--- src/rtl/signal_derepeater.sv ---
// signal_derepeater: majority-combines NREP in-order repetitions of an NBITS frame
// and streams out the voted bits together with their per-position ones counts.
`default_nettype none

module signal_derepeater #(
  parameter int NBITS = 96,
  parameter int NREP  = 10
) (
  input  logic       clk_i,
  input  logic       rst,
  input  logic       clr,
  input  logic       di,
  input  logic       di_vld,
  output logic       busy,
  output logic       do_bit,
  output logic [3:0] do_cnt,
  output logic       do_vld,
  output logic       do_last,
  output logic       err
);

  localparam int         c_PW   = (NBITS > 1) ? $clog2(NBITS + 1) : 1;
  localparam int         c_RW   = (NREP > 1) ? $clog2(NREP) : 1;
  localparam logic [3:0] c_HALF = 4'(NREP / 2);

  typedef enum logic [1:0] {
    S_IDLE = 2'd0,
    S_ACC  = 2'd1,
    S_OUT  = 2'd2
  } state_t;

  state_t            r_state;
  logic [c_PW-1:0]   r_wr_pos;
  logic [c_PW-1:0]   r_rd_pos;
  logic [c_RW-1:0]   r_rep;
  logic [3:0]        r_cnt [NBITS];
  logic [3:0]        r_sel_cnt;
  logic              r_sel_vld;
  logic              r_sel_last;

  logic w_accept;
  logic w_wrap;
  logic w_last_rep;

  assign w_accept   = di_vld && !clr && (r_state != S_OUT);
  assign w_wrap     = (r_wr_pos == c_PW'(NBITS - 1));
  assign w_last_rep = (r_rep == c_RW'(NREP - 1));

  // The first repetition loads rather than adds, so no clear pass is needed.
  always_ff @(posedge clk_i) begin
    if (w_accept) begin
      if (r_rep == '0) begin
        r_cnt[r_wr_pos] <= {3'b000, di};
      end else begin
        r_cnt[r_wr_pos] <= r_cnt[r_wr_pos] + {3'b000, di};
      end
    end
  end

  always_ff @(posedge clk_i or posedge rst) begin
    if (rst) begin
      r_state    <= S_IDLE;
      r_wr_pos   <= '0;
      r_rd_pos   <= '0;
      r_rep      <= '0;
      r_sel_cnt  <= '0;
      r_sel_vld  <= 1'b0;
      r_sel_last <= 1'b0;
      busy       <= 1'b0;
      do_bit     <= 1'b0;
      do_cnt     <= '0;
      do_vld     <= 1'b0;
      do_last    <= 1'b0;
      err        <= 1'b0;
    end else if (clr) begin
      r_state    <= S_IDLE;
      r_wr_pos   <= '0;
      r_rd_pos   <= '0;
      r_rep      <= '0;
      r_sel_vld  <= 1'b0;
      r_sel_last <= 1'b0;
      busy       <= 1'b0;
      do_bit     <= 1'b0;
      do_cnt     <= '0;
      do_vld     <= 1'b0;
      do_last    <= 1'b0;
      err        <= 1'b0;
    end else begin
      err        <= di_vld && (r_state == S_OUT);
      // Output stage: one register after the counter read, zero when idle.
      do_vld     <= r_sel_vld;
      do_last    <= r_sel_last;
      do_cnt     <= r_sel_vld ? r_sel_cnt : 4'd0;
      do_bit     <= r_sel_vld && (r_sel_cnt > c_HALF);
      r_sel_vld  <= 1'b0;
      r_sel_last <= 1'b0;

      case (r_state)
        S_IDLE, S_ACC: begin
          if (di_vld) begin
            r_state <= S_ACC;
            if (w_wrap) begin
              r_wr_pos <= '0;
              if (w_last_rep) begin
                r_rep    <= '0;
                r_rd_pos <= '0;
                r_state  <= S_OUT;
              end else begin
                r_rep <= r_rep + c_RW'(1);
              end
            end else begin
              r_wr_pos <= r_wr_pos + c_PW'(1);
            end
          end
        end
        S_OUT: begin
          busy <= 1'b1;
          if (r_rd_pos < c_PW'(NBITS)) begin
            r_sel_vld  <= 1'b1;
            r_sel_cnt  <= r_cnt[r_rd_pos];
            r_sel_last <= (r_rd_pos == c_PW'(NBITS - 1));
            r_rd_pos   <= r_rd_pos + c_PW'(1);
          end
          // Leave OUT on the edge after the final bit has been presented.
          if (do_last) begin
            r_state <= S_IDLE;
            busy    <= 1'b0;
          end
        end
        default: r_state <= S_IDLE;
      endcase
    end
  end

endmodule

`default_nettype wire

--- config.mk ---
export PLATFORM = sky130hd
export DESIGN_NAME = signal_derepeater
export DESIGN_NICKNAME = d
export VERILOG_FILES = /design/src/rtl/signal_derepeater.sv
export SDC_FILE = /design/constraint.sdc
export NUM_CORES = 1
export LEC_CHECK = 0
export CAP_MARGIN = 20
export CORE_UTILIZATION = 35
export DETAILED_ROUTE_END_ITERATION = 8
export PLACE_DENSITY_LB_ADDON = 0.3
export RECOVER_POWER = 100
export SLEW_MARGIN = 20
export SYNTH_ARGS = -nofsm -noshare
export SYNTH_HDL_FRONTEND = slang
export SYNTH_SLANG_ARGS = --single-unit
--- constraint.sdc ---
create_clock -name clk_i -period 12.7 [get_ports clk_i]
set_clock_uncertainty 0.15 [all_clocks]
set_input_delay 3.81 -clock clk_i [delete_from_list [all_inputs] [get_ports clk_i]]
set_output_delay 3.81 -clock clk_i [all_outputs]
set_load 0.05 [all_outputs]
==> results of run 1 <==
## cells in the mapped netlist (3+ instances only)
cell	count
a21oi_1	15
xor2_1	3
and3b_1	5
o32a_1	3
clkbuf_1	35
buf_4	11
a221oi_1	28
a31oi_1	3
o21ai_1	3
dfrtp_1	35
nand2_1	68
and2_1	13
o21ai_0	30
nand3_1	15
buf_2	20
nor3_1	11
and3_1	5
mux4_2	165
a221o_1	5
o2bb2ai_1	4
nor3b_1	8
a211oi_1	3
nor2_1	145
buf_6	23
mux2i_1	34
xnor2_1	5
a32oi_1	6
o31ai_1	6
inv_1	12
or2_2	4
o221ai_1	7
edfxtp_1	384
buf_1	6
ha_1	4
o32ai_1	5
nand2b_1	10
a22oi_1	12
mux2_2	26
o22ai_1	11
nor2b_1	16
o211ai_1	3
## flip-flops by register name (all words and copies together), names as in the netlist
name	cells
r_rd_pos	7
do_last	1
do_vld	1
r_wr_pos	7
do_cnt	4
r_sel_cnt	4
r_cnt	384
r_sel_last	1
err	1
do_bit	1
r_state	2
r_rep	4
busy	1
r_sel_vld	1
## kinds of logic (layout without fill, tap and decap cells)
| kind of cell | after synthesis | after routing |
|---|---|---|
| compound gates | 168 | 168 |
| xor+xnor | 8 | 8 |
| fa+ha+maj | 4 | 4 |
| buf+inv | 110 | 130 |
| flops | 419 | 419 |
| mux | 229 | 229 |
| simple gates | 310 | 310 |
## layout make-up
cell class | count | area, um2
clock inverter | 28 | 260
fill | 5170 | 34400
multi-input combinational | 719 | 7240
inverter | 14 | 52.6
timing repair buffer | 38 | 332
clock buffer | 50 | 1140
tap | 756 | 946
sequential | 419 | 12400
## report_power, final
group / total [mW] / internal (mW) / switching [mW] / leakage [nW]
combinational: 0.138 / 0.0473 / 0.0906 / 2.03
clock: 1.28 / 0.732 / 0.550 / 0.680
sequential: 1.50 / 1.49 / 0.00826 / 3.90
## how the worst min path moves through the flow
stage / start / endpoint / slack (ps) / depth (start not counted)
floorplan: r_sel_last / do_last / 290 / 1
global placement: r_sel_last / do_last / 300 / 1
detailed placement: r_sel_cnt[2] / r_sel_cnt[2] / 310 / 2
CTS: r_sel_cnt[2] / r_sel_cnt[2] / 330 / 2
global route: r_sel_cnt[2] / r_sel_cnt[2] / 340 / 2
finish: r_sel_cnt[2] / r_sel_cnt[2] / 320 / 2
## placed cells by master, fill, tap and decap left out, types with 18 or more instances in the layout
cell         n
mux2_2      25
clkbuf_16   45
buf_4       18
a221oi_1    28
mux4_2     165
dfrtp_1     30
mux2i_1     33
edfxtp_1   384
o21ai_0     30
nor2_1     145
nand2_1     68
## worst max-delay path, delay by kind of cell
kind | cells | cell delay, ps
buffers and inverters | 2 | 3860
and+or+nand+nor | 1 | 320
muxes | 1 | 700
AOI/OAI and AO/OA | 1 | 210
## routing by layer
metal / part of all wire / vias up
met3: 0.10 / 146
met2: 0.47 / 782
met5: 0.00061 / -
met1: 0.39 / 6596
met4: 0.037 / 6
li1: - / 5064
## per-stage QoR
stage / instance area [um2] / instances / hold slack [ps] / power [mW] / utilization
finish: 22400 / 2024 / 324 / 2.92 / 0.394
global route: 22400 / 2024 / 344 / 2.99 / 0.394
CTS: 22400 / 2024 / 328 / 2.93 / 0.394
detailed placement: 21000 / 1946 / 315 / 1.67 / 0.370
global placement: 21000 / 1946 / 296 / 1.67 / 0.370
floorplan: 20300 / 1248 / 289 / 1.62 / -
==> flow_summary_export.csv, run 1 <==
group,metric,value,unit
yosys,netlist_area,20300,um2
yosys,yosysUniqueCellTypes,73,
setup_path,r2r_start,"r_wr_pos[1]",
cts,clk_latency,580,ps
yosys,synth_compound_area_frac,0.0621,
setup_path,crit_path_max_fanout,80,
global_routing,met2_usage,0.331,
cts,cts_tree,"done",
setup_path,critPathMaxStageDelay,2840,ps
power,peakVddDrop,82.0,uV
drt,wl_per_cell,30.9,um
cts,post_cts.repair.setup_buffers,0,
setup_path,crit_chain,"dlygate4sd3_1 > and3b_1 > o41a_1 > mux2_1 > clkbuf_1",
placement,place.port_buffers,13,
yosys,syn_area_per_cell,16.3,um2
sta,tns,0,ps
yosys,synthArstFlopShare,0.0835,
sta,fin_crit,9310,ps
sta,finalMaxSlewViolations,249,
drt,drtAntennaViolNets,0,
run_status,outcome,"complete, but fails checks",
hold_path,holdCritPathClass,"flop to flop",
setup_path,reg2reg_slack,4340,ps
global_routing,grt_max_degree,103,
cts,cts.sinks,419,
setup_path,start_kind,"primary input",
floorplan,std_cell_rows,87,
power,powerDensity,130,nW/um2
yosys,seq_area_frac_synth,0.611,
cts,cts-htree-levels,2,
placement,dp_slack,5370,ps
drt,dr.pass1.iters,7,
sta,setup_slack,3390,ps
yosys,synth_mux_area_frac,0.218,
yosys,yosys_warnings,0,
setup_path,rr_worst_depth,11,
drt,avgViaCountPerCell,6.22,
yosys,synth_top_family_by_area,"multiplexers",
global_routing,grt_pass1_wl,90900,um
yosys,ys_ff_latch,419,
cts,cts.path.max_buffers,3,
floorplan,initial_core_util,0.357,
setup_path,crit_type,"primary input to flop",
floorplan,dieWidth,243,um
placement,dp_hpwl,40100,um
global_routing,use_met1,0.287,
placement,place_congestion,0.874,
global_routing,grt_busiest_layer,"met2",
yosys,syn-instance-count,1248,
setup_path,worstSetupEndpoint,"r_cnt[31][0]",
setup_path,crit_start,"clr",
global_routing,grt.overflow.total,0,
run,cap_violations,5,
yosys,synth_top_area_frac,0.568,
cts,cts_resized,0,
yosys,syn-num-nets,1257,
final_layout,area_growth,10.4,%
cts,root_buffer,"clkbuf_16",
sta,grt_setup_unrepaired,"no",
sta,timing.final.crit_share,0.733,
yosys,synth_xor_area_frac,0.00345,
drt,drc,0,
yosys,synthTopCellsByArea,"edfxtp_1, mux4_2, dfrtp_1",
sta,maxSlewHeadroom,-1.65,
cts,numCtsBuffers,45,
setup_path,timing.rr.end,"r_cnt[31][0]",
floorplan,pin_count,14,
yosys,synth_edf_count,384,
setup_path,crit_required,12340,ps
drt,via_count,12600,
yosys,synthSimpleGateAreaFrac,0.0698,
global_routing,grt_pass1_vias,12400,
drt,drt_iter0_markers,1689,
sta,report.final.setup_viol,0,
sta,finalHoldViolCount,0,
floorplan,core_region_area,56800,um2
floorplan,die_h,243,um
drt,drt-total-wl,62500,um
global_routing,grt_usage,0.213,
final_layout,fin_nets,1246,
final_layout,n_antenna_cell,0,
setup_path,slowest_stage,"clkbuf_1",
global_routing,antenna_found_initial,3,
run_status,violations,"capacitance limit, slew limit",
power,p_leak,6.62,nW
yosys,synth_top_area_cell,"edfxtp_1",
floorplan,dieArea,59000,um2
final_layout,final_layout_size_suffix_gt1_frac,0.235,
setup_path,cp.arrival,8950,ps
yosys,synthAdderAreaFrac,0.00247,
cts,hold_buffers,0,
setup_path,crit_path_end_kind,"flop",
yosys,synth_ff_type,"edfxtp_1",
sta,tightest_slew,3970,ps
global_routing,grt_use_met3,0.0553,
sta,max_freq,0.107,GHz
cts,path_clk_slew,60,ps
Note: power is estimated with default switching activity, not from simulation.
==> run 2: changes to the inputs <==
==> constraint.sdc (replaced) <==
create_clock -name clk_i -period 8.95 [get_ports clk_i]
set_clock_uncertainty 0.15 [all_clocks]
set_input_delay 2.685 -clock clk_i [delete_from_list [all_inputs] [get_ports clk_i]]
set_output_delay 2.685 -clock clk_i [all_outputs]
set_load 0.05 [all_outputs]
==> run 2 against run 1 <==
  * The run still ends with capacitance limit, slew limit left
  * Count of clock-buffer cells in the layout increased by 15
  * Clock power up 53%
  * Critical path depth grew 6
  * Register-to-register slack lost 2700 ps
  * Sequential power is 42% higher
  * Via count up 0.52%
  * Power rose by 47%
  * Die area unchanged
  * Design area up 0.71%
==> flow_summary_export.csv, run 2 (same netlist as run 1, synthesis figures left out) <==
group,metric,value,unit
cts,clk_latency,590,ps
power,p_switching,0.925,mW
drt,dr.pass1.iters,7,
sta,grt_setup_unrepaired,"no",
setup_path,cp.arrival,7380,ps
global_routing,grt_busiest_layer,"met2",
drt,via_count,12700,
global_routing,use_met1,0.304,
run,cap_violations,2,
hold_path,holdCritPathClass,"flop to flop",
final_layout,fin_area,22600,um2
final_layout,fin_util,0.397,
setup_path,start_kind,"flop",
placement,dp_cells,1948,
setup_path,crit_required,9060,ps
sta,tightest_slew,1830,ps
global_routing,grt_pass1_wl,91500,um
floorplan,pin_count,14,
sta,max_freq,0.138,GHz
final_layout,area_growth,11.1,%
global_routing,grt_usage,0.214,
floorplan,initial_core_util,0.357,
power,p_seq_frac,0.498,
global_routing,grt_use_met3,0.0537,
setup_path,crit_buf_inv,3,
final_layout,top_register,"r_cnt",
power,clkPwrFrac,0.457,
sta,fin_crit,7270,ps
final_layout,fin_nets,1248,
run_status,violations,"capacitance limit, slew limit",
setup_path,r2r_start,"r_wr_pos[0]",
run_status,outcome,"complete, but fails checks",
setup_path,timing.rr.end,"r_cnt[3][0]",
drt,avgViaCountPerCell,6.23,
sta,report.final.setup_viol,0,
setup_path,slowest_stage,"dfrtp_1",
cts,root_buffer,"clkbuf_16",
cts,cts_tree,"done",
global_routing,antenna_found_initial,0,
power,p_leak,6.72,nW
setup_path,crit_start,"r_wr_pos[0]",
cts,cts.sinks,419,
cts,cts-htree-levels,2,
final_layout,fill_cells,5103,
setup_path,path_depth,11,
sta,maxSlewHeadroom,-0.218,
cts,post_cts.repair.setup_buffers,0,
global_routing,grt.overflow.total,0,
power,p_sw_frac,0.216,
cts,hold_buffers,0,
placement,dp_slack,2760,ps
floorplan,dieWidth,243,um
sta,whs,331,ps
power,peakVddDrop,117,uV
drt,drt_iter0_markers,1684,
global_routing,grt_max_degree,77,
sta,finalMaxSlewViolations,69,
hold_path,whs_path_depth,2,
final_layout,finalNonFillerCells,2032,
global_routing,grt_pass1_vias,12500,
floorplan,die_h,243,um
final_layout,layout_commonest_cell,"edfxtp_1",
setup_path,crit_type,"flop to flop",
cts,path_clk_slew,60,ps
floorplan,dieArea,59000,um2
sta,tns,0,ps
placement,place.port_buffers,13,
setup_path,worstSetupEndpoint,"r_cnt[3][0]",
final_layout,final_layout_size_suffix_gt1_frac,0.236,
final_layout,n_antenna_cell,0,
drt,drtAntennaViolNets,0,
final_layout,largest_reg_flops,384,
final_layout,top_regs,"r_cnt: 384 flops, r_rd_pos: 7 flops, r_wr_pos: 7 flops",
power,internal_power,3.36,mW
setup_path,critical_path.top_delay_family,"buffers and inverters",
drt,wl_per_cell,31.0,um
sta,setup_slack,1680,ps
cts,cts.path.max_buffers,3,
placement,place_congestion,0.885,
setup_path,reg2reg_slack,1680,ps
power,power,4.28,mW
sta,finalHoldViolCount,0,
placement,dp_hpwl,40600,um
drt,drc,0,
global_routing,met2_usage,0.317,
power,power_frac_comb,0.045,
cts,cts_resized,0,
floorplan,std_cell_rows,87,
final_layout,final_cell_mix,"edfxtp_1, mux4_2, nor2_1",
sta,timing.final.crit_share,0.812,
cts,numCtsBuffers,45,
drt,drt-total-wl,62900,um
setup_path,rr_worst_depth,11,
setup_path,crit_path_max_fanout,64,
setup_path,crit_chain,"clkinv_1 > clkbuf_1 > a22oi_1 > nor2_1 > a221oi_1 > o22ai_1 > a2111oi_0 > o21ai_0 > ha_1 > mux2_1 > buf_4",
power,powerDensity,190,nW/um2
setup_path,crit_path_end_kind,"flop",
placement,placed_area,21000,um2
floorplan,core_region_area,56800,um2
setup_path,critPathMaxStageDelay,1000,ps
run 2: changes by cell type in the layout (fill, tap and decap cells not counted), moves of 2 or more:
cell        change
clkinvlp_4      -4
buf_4           +4
clkinv_1        +2
clkinv_4        -2
clkbuf_16       +7
clkinv_2        -4
clkbuf_8        +5
clkbuf_1        +2
run 2: how the worst min path moves through the flow:
stage,from,end,slack (ps)
final,r_sel_cnt[3],r_sel_cnt[3],330
after floorplan,r_sel_last,do_last,290
after detailed placement,r_sel_last,do_last,310
after global routing,r_sel_cnt[3],r_sel_cnt[3],350
after CTS,r_sel_last,do_last,340
after global placement,r_sel_last,do_last,310
run 2: area by class of cell:
class                   count  area, um2  area share
clock buffers              65       1400      0.0621
clock inverters            19        170     0.00754
inverters                  14       52.6     0.00233
multi-input cells         719       7240       0.321
flip-flops and latches    419      12400       0.551
well taps                 756        946      0.0419
repair buffers             40        332      0.0147
run 2: per-layer routing:
metal,up-vias,part of all wire
met3,137,0.10
met4,0,0.036
met5,-,0
li1,5065,-
met2,816,0.45
met1,6641,0.41
run 2: power groups by stage:
stage          registers [mW]  clock network (mW)  logic [mW]
6_report                 2.13                1.96       0.194
5_1_grt                  2.13                2.04       0.203
4_1_cts                  2.13                1.97       0.191
3_5_place_dp             2.18                   0       0.191
3_3_place_gp             2.18                   0       0.190
2_1_floorplan            2.16                   0       0.138
run 2: worst register-to-register path: stages (launching register included):
cell and delay, ps:
dfrtp_1 1000, clkinv_1 990, clkbuf_1 670, a22oi_1 360
nor2_1 70, a221oi_1 400, o22ai_1 230, a2111oi_0 740
o21ai_0 240, ha_1 330, mux2_1 970, buf_4 740
==> run 3: changes to the inputs <==
==> constraint.sdc (replaced) <==
create_clock -name clk_i -period 6.6 [get_ports clk_i]
set_clock_uncertainty 0.15 [all_clocks]
set_input_delay 1.98 -clock clk_i [delete_from_list [all_inputs] [get_ports clk_i]]
set_output_delay 1.98 -clock clk_i [all_outputs]
set_load 0.05 [all_outputs]
==> run 3 against run 2 <==
  * The flow still finishes with violations (capacitance limit, slew limit)
  * Combinational power is 25% higher
  * Largest cell class unchanged
  * Via count decreased by 0.52%
  * Setup slack got worse by 760 ps
  * Global-route usage shrank 0.59 points
==> flow_summary_export.csv, run 3 (same netlist as run 1, synthesis figures left out) <==
group,metric,value,unit
final_layout,largest_reg_flops,384,
setup_path,crit_path_end_kind,"flop",
sta,setup_slack,923,ps
setup_path,crit_required,6780,ps
power,p_seq_frac,0.525,
placement,dp_slack,1400,ps
sta,tightest_slew,1950,ps
global_routing,met2_usage,0.313,
floorplan,die_h,243,um
floorplan,core_region_area,56800,um2
floorplan,initial_core_util,0.357,
drt,drc,0,
setup_path,timing.rr.end,"r_cnt[11][1]",
cts,hold_buffers,0,
power,powerDensity,246,nW/um2
setup_path,critical_path.top_delay_family,"compound AO/OA/AOI/OAI gates",
global_routing,antenna_found_initial,2,
cts,cts_tree,"done",
setup_path,r2r_start,"r_wr_pos[0]",
power,power,5.53,mW
run_status,violations,"capacitance limit, slew limit",
cts,cts-htree-levels,2,
global_routing,grt_use_met3,0.0436,
setup_path,start_kind,"flop",
sta,finalMaxSlewViolations,36,
cts,cts.sinks,419,
sta,report.final.setup_viol,0,
cts,cts.path.max_buffers,3,
setup_path,critPathMaxStageDelay,900,ps
placement,dp_hpwl,41800,um
sta,fin_crit,5680,ps
floorplan,dieWidth,243,um
cts,post_cts.repair.setup_buffers,0,
setup_path,crit_start,"r_wr_pos[0]",
floorplan,dieArea,59000,um2
global_routing,use_met1,0.298,
final_layout,top_register,"r_cnt",
power,p_leak,6.84,nW
drt,drt-total-wl,61400,um
final_layout,fin_nets,1256,
run,cap_violations,1,
power,p_sw_frac,0.217,
power,power_frac_comb,0.044,
setup_path,crit_buf_inv,2,
cts,clk_latency,580,ps
drt,via_count,12600,
sta,finalHoldViolCount,0,
placement,place_congestion,0.965,
setup_path,crit_chain,"nor2b_1 > clkbuf_1 > a221oi_1 > nor2_1 > a2111oi_0 > o2bb2ai_1 > a2111oi_0 > o21ai_0 > ha_1 > ha_1 > and2_0 > buf_12",
global_routing,grt.overflow.total,0,
setup_path,crit_type,"flop to flop",
final_layout,fin_area,22500,um2
setup_path,reg2reg_slack,920,ps
cts,root_buffer,"clkbuf_16",
sta,maxSlewHeadroom,-0.302,
sta,grt_setup_unrepaired,"no",
drt,wl_per_cell,30.2,um
final_layout,area_growth,10.6,%
global_routing,grt_pass1_vias,12300,
cts,path_clk_slew,60,ps
placement,placed_area,21100,um2
cts,cts_resized,0,
global_routing,grt_max_degree,81,
sta,timing.final.crit_share,0.860,
global_routing,grt_usage,0.208,
setup_path,path_depth,12,
final_layout,layout_commonest_cell,"edfxtp_1",
run_status,outcome,"complete, but fails checks",
sta,max_freq,0.176,GHz
drt,drtAntennaViolNets,0,
final_layout,top_regs,"r_cnt: 384 flops, r_rd_pos: 7 flops, r_wr_pos: 7 flops",
setup_path,cp.arrival,5860,ps
hold_path,holdCritPathClass,"flop to flop",
cts,numCtsBuffers,45,
final_layout,fin_util,0.395,
final_layout,final_layout_size_suffix_gt1_frac,0.234,
power,internal_power,4.33,mW
sta,whs,325,ps
global_routing,grt_busiest_layer,"met2",
placement,dp_cells,1956,
final_layout,final_cell_mix,"edfxtp_1, mux4_2, nor2_1",
power,peakVddDrop,174,uV
setup_path,crit_path_max_fanout,76,
floorplan,pin_count,14,
final_layout,finalNonFillerCells,2033,
placement,place.port_buffers,13,
drt,avgViaCountPerCell,6.19,
floorplan,std_cell_rows,87,
setup_path,slowest_stage,"and2_0",
power,p_switching,1.20,mW
sta,tns,0,ps
drt,dr.pass1.iters,8,
power,clkPwrFrac,0.432,
global_routing,grt_pass1_wl,89600,um
setup_path,worstSetupEndpoint,"r_cnt[11][1]",
setup_path,rr_worst_depth,12,
drt,drt_iter0_markers,1673,
## run 3: cell type report
cell class / count / area, um2
inverters: 14 / 52.6
diodes: 2 / 5.00
clock inverters: 20 / 185
clock buffers: 55 / 1160
fillers: 5150 / 34400
repair buffers: 48 / 442
well taps: 756 / 946
multi-input cells: 719 / 7230
flip-flops and latches: 419 / 12400
## run 3: worst min path at each step
stage	start	endpoint	slack, ps	cells past startpoint
2_1_floorplan	r_sel_last	do_last	290	1
3_3_place_gp	r_sel_last	do_last	300	1
3_5_place_dp	r_sel_cnt[3]	r_sel_cnt[3]	320	2
4_1_cts	r_sel_cnt[3]	r_sel_cnt[3]	330	2
5_1_grt	r_sel_last	do_last	370	1
6_report	r_sel_cnt[3]	r_sel_cnt[3]	320	2
## run 3: worst min-delay path, delay by kind of cell (launching register included)
kind / cells / cell delay, ps
flip-flops: 1 / 340
AND/OR/NAND/NOR: 1 / 50
AO/OA/AOI/OAI: 1 / 50
## run 3: power groups by stage
| stage | Clock [mW] | Sequential (mW) | Combinational, mW |
|---|---|---|---|
| after floorplan | 0 | 2.93 | 0.189 |
| after global placement | 0 | 2.96 | 0.236 |
| after detailed placement | 0 | 2.96 | 0.238 |
| after CTS | 2.41 | 2.90 | 0.239 |
| after global routing | 2.51 | 2.90 | 0.252 |
| final | 2.39 | 2.90 | 0.242 |
## run 3: per-layer routing
layer	vias up	part of all wire
met2	831	0.45
met3	127	0.10
li1	5075	-
met1	6558	0.42
met5	-	0.00021
met4	2	0.032
